--- src/rtl/mem_access_ctrl_pkg.sv ---
// mem_access_ctrl_pkg
//   Shared definitions for the memory access controller: access length
//   encodings, FSM state encoding and the alignment check used on accept.
package mem_access_ctrl_pkg;

  localparam logic [1:0] LOAD_STORE_BYTE = 2'd0;
  localparam logic [1:0] LOAD_STORE_HALF = 2'd1;
  localparam logic [1:0] LOAD_STORE_WORD = 2'd2;

  typedef enum logic [1:0] {
    MAC_IDLE = 2'd0,
    MAC_RD   = 2'd1,
    MAC_WR   = 2'd2,
    MAC_RESP = 2'd3
  } mac_state_e;

  // A half may sit at offsets 0..2 (it never crosses the word); a word must
  // be aligned. The unused length code is treated like a word.
  function automatic logic is_misaligned(input logic [1:0] offset,
                                         input logic [1:0] len);
    logic bad;
    case (len)
      LOAD_STORE_BYTE: bad = 1'b0;
      LOAD_STORE_HALF: bad = (offset == 2'd3);
      default:         bad = (offset != 2'd0);
    endcase
    return bad;
  endfunction

endpackage

--- src/rtl/mem_access_ctrl_load_store.sv ---
// mem_access_ctrl_load_store (LoadStore)
//   Sub-word datapath, purely combinational.
//   dataIn       : full memory word
//   offset       : byte offset within the word
//   readLen      : length for the load extract
//   signExtend   : sign-extend byte/half loads
//   readDataOut  : extracted, right-justified load result
//   writeLen     : length for the store merge
//   writeData    : right-justified store data
//   writeDataOut : dataIn with the addressed lanes replaced by writeData
module mem_access_ctrl_load_store
  import mem_access_ctrl_pkg::*;
(
  input  logic [31:0] dataIn,
  input  logic [1:0]  offset,
  input  logic [1:0]  readLen,
  input  logic        signExtend,
  output logic [31:0] readDataOut,
  input  logic [1:0]  writeLen,
  input  logic [31:0] writeData,
  output logic [31:0] writeDataOut
);

  logic [4:0]  shamt;
  logic [31:0] shifted;
  logic [31:0] lane_mask;

  assign shamt   = {offset, 3'b000};
  assign shifted = dataIn >> shamt;

  always_comb begin
    readDataOut = dataIn;
    case (readLen)
      LOAD_STORE_BYTE: readDataOut = {{24{signExtend & shifted[7]}},  shifted[7:0]};
      LOAD_STORE_HALF: readDataOut = {{16{signExtend & shifted[15]}}, shifted[15:0]};
      default:         readDataOut = dataIn;
    endcase
  end

  always_comb begin
    lane_mask = 32'hFFFF_FFFF;
    case (writeLen)
      LOAD_STORE_BYTE: lane_mask = 32'h0000_00FF << shamt;
      LOAD_STORE_HALF: lane_mask = 32'h0000_FFFF << shamt;
      default:         lane_mask = 32'hFFFF_FFFF;
    endcase
    writeDataOut = (dataIn & ~lane_mask) | ((writeData << shamt) & lane_mask);
  end

endmodule

--- src/rtl/mem_access_ctrl.sv ---
// mem_access_ctrl
//   Sequences one CPU load/store at a time onto a word-wide, word-aligned
//   bus. Sub-word stores become read-modify-write. Misaligned accesses and
//   bus timeouts complete with respError.
//   CPU side : reqValid/reqReady handshake, reqWrite, reqAddr, reqLen,
//              reqSignExtend, reqWData; respValid pulse with respData/respError
//   Bus side : memAddr, memRead, memWrite, memWData, memRData, memAck
//   TIMEOUT_CYCLES : strobe-high cycles without memAck before abort (0 = off)
//
//   state    | meaning
//   ---------+---------------------------------------------------------
//   MAC_IDLE | ready for a request
//   MAC_RD   | word read (load, or first half of a sub-word store)
//   MAC_WR   | word write (word store, or merged sub-word store)
//   MAC_RESP | one-cycle response pulse is being presented
module mem_access_ctrl
  import mem_access_ctrl_pkg::*;
#(
  parameter int TIMEOUT_CYCLES = 16
) (
  input  logic        clk,
  input  logic        reset_n,
  input  logic        reqValid,
  output logic        reqReady,
  input  logic        reqWrite,
  input  logic [31:0] reqAddr,
  input  logic [1:0]  reqLen,
  input  logic        reqSignExtend,
  input  logic [31:0] reqWData,
  output logic        respValid,
  output logic [31:0] respData,
  output logic        respError,
  output logic [31:0] memAddr,
  output logic        memRead,
  output logic        memWrite,
  output logic [31:0] memWData,
  input  logic [31:0] memRData,
  input  logic        memAck
);

  localparam int CNT_W    = (TIMEOUT_CYCLES > 1) ? $clog2(TIMEOUT_CYCLES) : 1;
  localparam int TMO_LAST = (TIMEOUT_CYCLES > 0) ? TIMEOUT_CYCLES - 1 : 0;
  localparam bit TMO_EN   = (TIMEOUT_CYCLES > 0);

  mac_state_e  state_q, state_d;
  logic [1:0]  offset_q, offset_d;
  logic [1:0]  len_q, len_d;
  logic        write_q, write_d;
  logic        sext_q, sext_d;
  logic [31:0] wdata_q, wdata_d;
  logic [31:0] data_reg_q, data_reg_d;
  logic        mem_read_q, mem_read_d;
  logic        mem_write_q, mem_write_d;
  logic [31:0] mem_addr_q, mem_addr_d;
  logic [31:0] mem_wdata_q, mem_wdata_d;
  logic        resp_valid_q, resp_valid_d;
  logic [31:0] resp_data_q, resp_data_d;
  logic        resp_error_q, resp_error_d;
  logic [CNT_W-1:0] tmo_cnt_q, tmo_cnt_d;

  logic        strobe;
  logic        bus_ack;
  logic        expire;
  logic [31:0] ls_data_in;
  logic [31:0] ls_rdata;
  logic [31:0] ls_wdata;

  assign strobe  = mem_read_q | mem_write_q;
  assign bus_ack = memAck & strobe;
  // Counter only advances while a strobe is up, so it measures bus wait.
  assign expire  = TMO_EN && strobe && !memAck &&
                   (tmo_cnt_q == CNT_W'(TMO_LAST));

  // The read word feeds LoadStore directly on the ack so the load result and
  // the store merge are ready on the same edge the read completes.
  assign ls_data_in = (state_q == MAC_RD && bus_ack) ? memRData : data_reg_q;

  mem_access_ctrl_load_store u_load_store (
    .dataIn       (ls_data_in),
    .offset       (offset_q),
    .readLen      (len_q),
    .signExtend   (sext_q),
    .readDataOut  (ls_rdata),
    .writeLen     (len_q),
    .writeData    (wdata_q),
    .writeDataOut (ls_wdata)
  );

  always_comb begin
    state_d      = state_q;
    offset_d     = offset_q;
    len_d        = len_q;
    write_d      = write_q;
    sext_d       = sext_q;
    wdata_d      = wdata_q;
    data_reg_d   = data_reg_q;
    mem_read_d   = mem_read_q;
    mem_write_d  = mem_write_q;
    mem_addr_d   = mem_addr_q;
    mem_wdata_d  = mem_wdata_q;
    resp_valid_d = 1'b0;
    resp_data_d  = '0;
    resp_error_d = 1'b0;
    tmo_cnt_d    = strobe ? tmo_cnt_q + CNT_W'(1) : tmo_cnt_q;

    case (state_q)
      MAC_IDLE: begin
        if (reqValid) begin
          offset_d   = reqAddr[1:0];
          len_d      = reqLen;
          write_d    = reqWrite;
          sext_d     = reqSignExtend;
          wdata_d    = reqWData;
          mem_addr_d = {reqAddr[31:2], 2'b00};
          tmo_cnt_d  = '0;
          if (is_misaligned(reqAddr[1:0], reqLen)) begin
            state_d      = MAC_RESP;
            resp_valid_d = 1'b1;
            resp_error_d = 1'b1;
          end else if (reqWrite && reqLen == LOAD_STORE_WORD) begin
            state_d     = MAC_WR;
            mem_wdata_d = reqWData;
          end else begin
            state_d = MAC_RD;
          end
        end
      end

      MAC_RD: begin
        if (!strobe) begin
          mem_read_d = 1'b1;
        end else if (bus_ack) begin
          mem_read_d = 1'b0;
          data_reg_d = memRData;
          if (write_q) begin
            // Hand straight over to the write phase to save a cycle.
            state_d     = MAC_WR;
            mem_wdata_d = ls_wdata;
            mem_write_d = 1'b1;
            tmo_cnt_d   = '0;
          end else begin
            state_d      = MAC_RESP;
            resp_valid_d = 1'b1;
            resp_data_d  = ls_rdata;
          end
        end else if (expire) begin
          mem_read_d   = 1'b0;
          state_d      = MAC_RESP;
          resp_valid_d = 1'b1;
          resp_error_d = 1'b1;
        end
      end

      MAC_WR: begin
        if (!strobe) begin
          mem_write_d = 1'b1;
        end else if (bus_ack) begin
          mem_write_d  = 1'b0;
          state_d      = MAC_RESP;
          resp_valid_d = 1'b1;
        end else if (expire) begin
          mem_write_d  = 1'b0;
          state_d      = MAC_RESP;
          resp_valid_d = 1'b1;
          resp_error_d = 1'b1;
        end
      end

      MAC_RESP: begin
        state_d = MAC_IDLE;
      end

      default: begin
        state_d = MAC_IDLE;
      end
    endcase
  end

  always_ff @(posedge clk) begin
    if (!reset_n) begin
      state_q      <= MAC_IDLE;
      offset_q     <= '0;
      len_q        <= '0;
      write_q      <= 1'b0;
      sext_q       <= 1'b0;
      wdata_q      <= '0;
      data_reg_q   <= '0;
      mem_read_q   <= 1'b0;
      mem_write_q  <= 1'b0;
      mem_addr_q   <= '0;
      mem_wdata_q  <= '0;
      resp_valid_q <= 1'b0;
      resp_data_q  <= '0;
      resp_error_q <= 1'b0;
      tmo_cnt_q    <= '0;
    end else begin
      state_q      <= state_d;
      offset_q     <= offset_d;
      len_q        <= len_d;
      write_q      <= write_d;
      sext_q       <= sext_d;
      wdata_q      <= wdata_d;
      data_reg_q   <= data_reg_d;
      mem_read_q   <= mem_read_d;
      mem_write_q  <= mem_write_d;
      mem_addr_q   <= mem_addr_d;
      mem_wdata_q  <= mem_wdata_d;
      resp_valid_q <= resp_valid_d;
      resp_data_q  <= resp_data_d;
      resp_error_q <= resp_error_d;
      tmo_cnt_q    <= tmo_cnt_d;
    end
  end

  assign reqReady  = (state_q == MAC_IDLE);
  assign respValid = resp_valid_q;
  assign respData  = resp_data_q;
  assign respError = resp_error_q;
  assign memAddr   = mem_addr_q;
  assign memRead   = mem_read_q;
  assign memWrite  = mem_write_q;
  assign memWData  = mem_wdata_q;

endmodule

--- config.mk ---
export PLATFORM = sky130hd
export DESIGN_NAME = mem_access_ctrl
export DESIGN_NICKNAME = d
export VERILOG_FILES = /design/src/rtl/mem_access_ctrl_pkg.sv /design/src/rtl/mem_access_ctrl_load_store.sv /design/src/rtl/mem_access_ctrl.sv
export SDC_FILE = /design/constraint.sdc
export NUM_CORES = 1
export LEC_CHECK = 0
export CAP_MARGIN = 10
export CORE_AREA = 2 2 124 126
export CTS_BUF_LIST = sky130_fd_sc_hd__clkbuf_4 sky130_fd_sc_hd__clkbuf_8
export DETAILED_ROUTE_END_ITERATION = 8
export DIE_AREA = 0 0 126 128
export GPL_TIMING_DRIVEN = 1
export PLACE_DENSITY = 0.87
export SLEW_MARGIN = 10
export SYNTH_ARGS = -nofsm -noshare
export SYNTH_HDL_FRONTEND = slang
export SYNTH_SLANG_ARGS = --single-unit
--- constraint.sdc ---
create_clock -name clk -period 5.7 [get_ports clk]
set_input_delay 1.14 -clock clk [delete_from_list [all_inputs] [get_ports clk]]
set_output_delay 1.14 -clock clk [all_outputs]
set_load 0.03 [all_outputs]
# [After elaboration in Yosys (flattened, before gate mapping)]
# Cells that the tools add are included.
[classes] addsub=1 n_eq_ne=17 shifts=4 mux=48 bitwise=12 reduce_logical=19
[op_table] op="$mux 32" n=7
[op_table] op="$pmux 32 s2" n=3
[op_table] op="$and 32x32->32" n=2
[op_table] op="$not 32->32" n=1
[op_table] op="$or 32x32->32" n=1
[op_table] op="$shl 16x5->32 const A" n=1
[op_table] op="$shl 32x5->32" n=1
[op_table] op="$shl 8x5->32 const A" n=1
[op_table] op="$shr 32x5->16" n=1
[op_table] op="$mux 4" n=5
[op_table] op="$mux 1" n=19
[op_table] op="$mux 2" n=8
[op_table] op="$ne 2x2->1 const B" n=6
[op_table] op="$eq 2x2->1 const B" n=4
[op_table] op="$pmux 2 s4" n=1
[op_table] op="$pmux 4 s2" n=1
[op_table] op="$reduce_and 7->1" n=1
[op_table] op="$eq 2x1->1 const B" n=3
[op_table] op="$logic_not 2->1" n=3
[op_table] op="$pmux 1 s2" n=3
[op_table] op="$reduce_and 3->1" n=2
[op_table] op="$reduce_bool 2->1" n=3
[op_table] op="$reduce_and 5->1" n=1
[op_table] op="$reduce_or 5->1" n=1
[op_table] op="13 further kinds" n=22
[word_totals] reg_bits=174 output_inout_bits=101 wordCells=116

# [Logic depth before layout (Yosys ltp)]
# Gate-level depths: netlist of the first run.
[logic_depth] word_depth=10 mapped_depth=9 depth_no_buf=7

# [Cells and area by module]
# Synthesis of the first run repeated with hierarchy kept, for this count alone.
[unflattened] cells_unflattened=965 hier_area_um2=8554.5
[modules_own_cells] mod="mem_access_ctrl" instances=1 cells_each=696 area_each_um2=6826.5 seq_area_each_um2=3483.3
[modules_own_cells] mod="mem_access_ctrl_load_store" instances=1 cells_each=269 area_each_um2=1727.9 seq_area_each_um2=0.0

# [Worst setup path before layout of the first run]
# Ideal clock, no wire load.
[synth_path] path_kind="input-to-reg" startpoint="in memAck" endpoint="reg resp_data_q[10] (netlist: respData[10])" setup_time_ns=0.116 arrival_ns=2.553 required_ns=5.584 path_slack_ns=3.031 stages=7 path_buffers=2 path_cell_list="o211ai_1 buf_6 buf_2 mux2i_1 o32a_1 o221ai_1 a31o_2"
[synth_between] elab_chain_len=6
[synth_rtl] item="start, declared" line="mem_access_ctrl.sv:38" text="input logic memAck"
[synth_rtl] item="$and 1x1->1 (*)" line="mem_access_ctrl.sv:69" text="assign bus_ack = memAck & strobe;"
[synth_rtl] item="$logic_and 1x1->1" line="mem_access_ctrl.sv:76" text="assign ls_data_in = (state_q == MAC_RD && bus_ack) ? memRData : data_reg_q;"
[synth_rtl] item="$mux 32" line="mem_access_ctrl.sv:76"
[synth_rtl] item="$shr 32x5->16" line="mem_access_ctrl_load_store.sv:29" text="assign shifted = dataIn >> shamt;"
[synth_rtl] item="$and 1x1->1" line="mem_access_ctrl_load_store.sv:34" text="LOAD_STORE_BYTE: readDataOut = {{24{signExtend & shifted[7]}}, shifted[7:0]};"
[synth_rtl] item="$pmux 32 s2" line="mem_access_ctrl_load_store.sv:33" text="case (readLen)"
[synth_rtl] item="end signal, assigned" line="mem_access_ctrl.sv:209" text="resp_data_q <= resp_data_d;"
[synth_rtl] item="end, declared" line="mem_access_ctrl.sv:57" text="logic [31:0] resp_data_q, resp_data_d;"
# Mark *: on every way between the ends. The rest lies on a longest branch, timed or not.
# A chain may end at the register's enable or synchronous reset.

# [Worst setup path in the final report of the first run]
[layout_path] startpoint="in memAck" endpoint="reg resp_data_q[28] (netlist: respData[28])"
[layout_between] elab_chain_len=6
[layout_rtl] item="$and 1x1->1 (*)" line="mem_access_ctrl.sv:69"
[layout_rtl] item="$logic_and 1x1->1" line="mem_access_ctrl.sv:76"
[layout_rtl] item="$mux 32" line="mem_access_ctrl.sv:76"
[layout_rtl] item="$shr 32x5->16" line="mem_access_ctrl_load_store.sv:29"
[layout_rtl] item="$and 1x1->1, on equally long branches" line="mem_access_ctrl_load_store.sv:35, mem_access_ctrl_load_store.sv:34"
[layout_rtl] item="$pmux 32 s2" line="mem_access_ctrl_load_store.sv:33"
# Marked as above.

==> flow_summary.yaml, run 1 <==
status:
  status: "completed"
detailed_routing:
  vias: 7365
  drtIter0Drc: 825
  wl_per_cell_um: 18.49
  viasPerCell: 5.841
  drt_first_pass_iters: 5
  drcViolationCount: 0
  ant_nets: 0
  wl_um: 23320
cts:
  path_clk_slew_ns: 0.09
  cts_resized: 0
  htreeDepth: 4
  clock-sinks: 174
  hold_buffers: 0
  cts_buffers: 17
  cts_max_path_buffers: 2
  post_cts_buffers: 0
  cts_tree: "done"
  clock_tree.root_cell: "clkbuf_8"
  insertion_delay_ns: 0.48
floorplan:
  die_width_um: 126
  start_util: 0.5381
  die-height_um: 128
  dieArea_sq_um: 16130
  row_count: 45
  ios: 205
  core_sq_um: 14860
yosys:
  yosysWarnings: 0
  synth-edff-count: 0
  syn_avg_cell_area_sq_um: 8.878
  ys_seq_area_frac: 0.4355
  synth_cell_types: 53
  synthTopCellsByArea: "dfxtp_1, mux2i_1, nand2_1"
  syn_area_sq_um: 7999
  synth.top_cell.area_share: 0.4355
  synth_area_leader_cell: "dfxtp_1"
  ys_async_sr_fraction: 0
  synth_cells: 901
  ys_ff_latch: 174
  ys.flop_type: "dfxtp_1"
timing:
  fin_skew_ns: 0.01669
  timing.final.crit_share: 0.5972
  finalHoldViolations: 0
  slew_headroom: 0.3848
  setup_tns_ns: 0
  setup_viol: 0
  rsz0062_at_grt: "false"
  fmax_mhz: 293.8
  min_period_ns: 3.404
  tightest_slew_ns: 0.9229
  slew_viol_final: 0
worst_setup_path:
  rr_startpoint: "state_q[1]"
  cp_max_fo: 36
  critPathLaunchType: "input port"
  required_ns: 6.02
  cp-end-kind: "register"
  critPathArrivalTime_ns: 3.72
  worstSetupStartpoint: "memAck"
  path_class: "in2reg"
worst_hold_path:
  hp-class: "reg2reg"
  hold_start: "memAddr[2]"
layout:
  mostFrequentLayoutCells: "clkdlybuf4s50_1, nand2_1, dfxtp_1"
  drive_above_1_share: 0.07642
  final_core_util: 0.7003
  antenna_cells: 0
  area_growth_pct: 30.13
  final_common_cell: "clkdlybuf4s50_1"
  final_nets: 1170
grt:
  antenna_found_initial: 0
  grt_pass1_wl_um: 36740
  grt_pass1_vias: 6945
  grt_usage: 0.2878
  grt_max_degree: 114
  overflow: 0
power:
  power.leakage_nw: 3.937
  p_per_area_nw_per_um2: 378.3
  ir_drop_v: 0.0003679
placement:
  portBuffers: 202
  place.gp.congestion: 0.9770
  dpl.hpwl_um: 16520
job:
  drv_cap: 0
[worst max-delay path: stages]
cell             delay, ns
clkdlybuf4s50_1       0.50
o211ai_1              0.14
buf_4                 0.53
mux4_2                0.61
and3_4                0.22
o211ai_4              0.37
o21ai_0               0.19
[sequential cells by signal, indices dropped and copies added (netlist names), 2 cells and up]
register,count
tmo_cnt_q,4
memWData,32
offset_q,2
wdata_q,32
respData,32
state_q,2
data_reg_q,32
len_q,2
memAddr,30
[logic make-up (layout without fill, tap and decap cells)]
group / Yosys count / after routing / synth area share
buffers and inverters: 80 / 251 / 0.04255
XOR/XNOR: 3 / 3 / 0.003285
flip-flops: 174 / 174 / 0.4355
AO/OA/AOI/OAI: 261 / 261 / 0.2345
AND/OR/NAND/NOR: 284 / 284 / 0.1550
other: 1 / 2 / 0.0004688
multiplexers: 92 / 92 / 0.1193
adder cells (fa/ha/maj): 6 / 6 / 0.009385
[stage by stage]
stage	std cells	power, W	cell area, sq um	setup slack (ns)	hold WS [ns]
3_3_place_gp	1229	0.003080	10030	1.956	0.4481
6_report	1261	0.003937	10410	2.296	0.4634
3_5_place_dp	1229	0.003109	10030	1.841	0.4554
5_1_grt	1261	0.004134	10410	2.157	0.4870
4_1_cts	1261	0.003935	10410	2.353	0.4685
2_1_floorplan	902	0.002551	8003	3.031	0.4389
[worst paths after layout]
| kind | end | slack, ns | cells past startpoint |
|---|---|---|---|
| setup / recovery | respData[28] | 2.30 | 7 |
| hold / removal | memAddr[2] | 0.46 | 2 |
| setup reg to reg | respData[28] | 2.39 | 9 |
| hold reg to reg | memAddr[2] | 0.46 | 2 |
[report_power, final]
part	internal, W	total, W	switching [W]
clock	0.000376	0.000834	0.000458
combinational	0.000601	0.00155	0.000949
sequential	0.00140	0.00155	0.000149
[synthesized netlist by cell type, drive strengths merged, types with 7 or more instances]
library cell,instances
nand2,196
dfxtp,174
a21boi,85
mux2i,74
clkbuf,49
o21ai,42
nor2b,36
buf,24
a21oi,21
o211ai,21
nor2,20
mux2,17
a22oi,16
a211oi,12
o221ai,11
o22ai,11
and2,10
a31o,8
o311ai,8
nand2b,7
[layer usage]
layer | global-route usage | share of wire | vias to the layer above
li1 | - | - | 3498
met1 | 0.3802 | 0.41 | 3416
met2 | 0.4500 | 0.46 | 393
met3 | 0.08139 | 0.098 | 58
met4 | 0.1092 | 0.032 | 0
met5 | 0 | 0 | -
[final cells by class]
type                            count  area (sq um)
Fill cell                        1180          4456
Multi-Input combinational cell    648          4188
Sequential cell                   174          3483
Timing Repair Buffer              212          2095
Clock buffer                       20         269.0
Tap cell                          188         235.2
Clock inverter                     12         112.6
Inverter                            7         26.28
(Power assumes the default switching activity.)
==> run 2: changes to the inputs <==
- CORE_AREA: 2 2 124 126 -> 2 2 135 137
- DIE_AREA: 0 0 126 128 -> 0 0 137 139
- PLACE_DENSITY: 0.87 -> 0.78
- clock period: 5.7 -> 2.8 ns (I/O delays scaled with it)
==> run 2 against run 1 <==
  * Sequential power rose by 100%
  * Sequential cell count did not move
  * Utilization fell by 9.0 points
  * Clock power rose by 110%
  * Global-route usage fell by 3.6 points
  * Combinational power rose by 110%
  * Register-to-register slack got worse by 2.2 ns
  * Clock-buffer cell count fell by 3
  * First-iteration DRC count fell by 16%
==> flow_summary.yaml, run 2 (same netlist as run 1, synthesis figures left out) <==
status:
  status: "completed"
placement:
  portBuffers: 202
  dp_cells: 1306
  place.gp.congestion: 0.9334
  dpl.hpwl_um: 17480
  place_area_sq_um: 10390
worst_setup_path:
  cp-end-kind: "output pin"
  critPathLaunchType: "register"
  critPathArrivalTime_ns: 2.04
  required_ns: 2.24
  cp_max_fo: 9
  path_class: "reg2out"
power:
  ir_drop_v: 0.0006897
  power_switching_w: 0.003325
  switching_share: 0.4068
  power.leakage_nw: 4.095
  p_seq_frac: 0.388
  pwr-share-comb: 0.402
  total_power_w: 0.008174
  power_frac_clock: 0.210
  p_per_area_nw_per_um2: 758.7
  p_int_w: 0.004849
layout:
  multi_input_comb_area_sq_um: 4188
  mostFrequentLayoutCells: "clkdlybuf4s50_1, nand2_1, dfxtp_1"
  layout.cells.non_filler: 1338
  antenna_cells: 0
  final_core_util: 0.6101
  fillers: 1554
  final_area_sq_um: 10770
  final_nets: 1206
  area_growth_pct: 34.68
  drive_above_1_share: 0.1064
  seq_area_sq_um: 3483
  final_common_cell: "clkdlybuf4s50_1"
cts:
  path_clk_slew_ns: 0.10
  clock-sinks: 174
  cts_tree: "done"
  insertion_delay_ns: 0.48
  htreeDepth: 4
  cts_buffers: 17
  hold_buffers: 0
  cts_max_path_buffers: 2
  clock_tree.root_cell: "clkbuf_8"
grt:
  grt_max_degree: 70
  antenna_found_initial: 0
  grt_pass1_wl_um: 37320
  overflow: 0
  grt_pass1_vias: 6933
  grt_usage: 0.2523
detailed_routing:
  wl_um: 24460
  drcViolationCount: 0
  viasPerCell: 5.551
  drtIter0Drc: 691
  drt_first_pass_iters: 5
  wl_per_cell_um: 18.28
  vias: 7427
  ant_nets: 0
timing:
  holdWs_ns: 0.4655
  tightest_slew_ns: 0.9724
  min_period_ns: 2.604
  fmax_mhz: 384.0
  slew_headroom: 0.3494
  slew_viol_final: 0
  setup_viol: 0
  timing.final.crit_share: 0.9300
  rsz0062_at_grt: "false"
  finalHoldViolations: 0
  fin_skew_ns: 0.01419
floorplan:
  row_count: 49
  die_width_um: 137
  core_sq_um: 17660
  start_util: 0.4530
  ios: 205
  dieArea_sq_um: 19040
  die-height_um: 139
worst_hold_path:
  hp-class: "reg2reg"
job:
  drv_cap: 0
==> run 2: changes by cell type in the layout (fill, tap and decap cells not counted), moves of 2 or more <==
cell,previous run,this run
inv_8,0,6
clkinv_2,3,0
clkinvlp_4,2,4
buf_12,0,3
buf_4,11,43
clkbuf_8,19,17
clkinv_4,4,2
==> run 2: power by group through the flow <==
stage / Combinational [W] / Sequential, W / Clock, W
floorplan: 0.00161 / 0.00359 / 0
global placement: 0.00323 / 0.00321 / 0
detailed placement: 0.00325 / 0.00322 / 0
CTS: 0.00327 / 0.00317 / 0.00176
global route: 0.00352 / 0.00322 / 0.00186
finish: 0.00328 / 0.00317 / 0.00172
==> run 2: worst max-delay path, stage by stage, from the launching register on <==
cell             delay, ns
dfxtp_1               0.37
inv_1                 0.11
ha_1                  0.35
clkdlybuf4s50_1       0.74
==> run 2: worst paths after layout <==
check	startpoint	cells after the start	slack, ns	endpoint
max	state_q[0]	3	0.20	reqReady
min	memAddr[24]	2	0.47	memAddr[24]
max reg2reg	state_q[1]	8	0.21	respData[13]
min reg2reg	memAddr[24]	2	0.47	memAddr[24]
==> run 2: area by class of cell <==
type	instances	area share
timing repair buffer	248	0.2233
tap	229	0.02660
inverter	7	0.002439
clock buffer	17	0.02172
clock inverter	15	0.01382
sequential	174	0.3233
multi-input combinational	648	0.3887
==> run 2: through the flow <==
stage	TNS, ns	worst slack [ns]
final	0	0.1961
after global routing	0	0.01805
after CTS	0	0.1731
after detailed placement	-0.1723	-0.08889
after global placement	-0.02173	-0.02173
after floorplan	0	0.5659
==> run 2: layer usage <==
metal / vias up / global-route usage / routed length, um
li1: 3576 / - / -
met1: 3455 / 0.3351 / 10480
met2: 345 / 0.3928 / 11140
met3: 51 / 0.06360 / 2124
met4: 0 / 0.09604 / 716
met5: - / 0 / 0
==> run 2: repair_timing <==
item | CTS | global route
resized for setup | 0 | 1
setup buffers | 0 | 0
endpoints found under the setup margin | 0 | 17
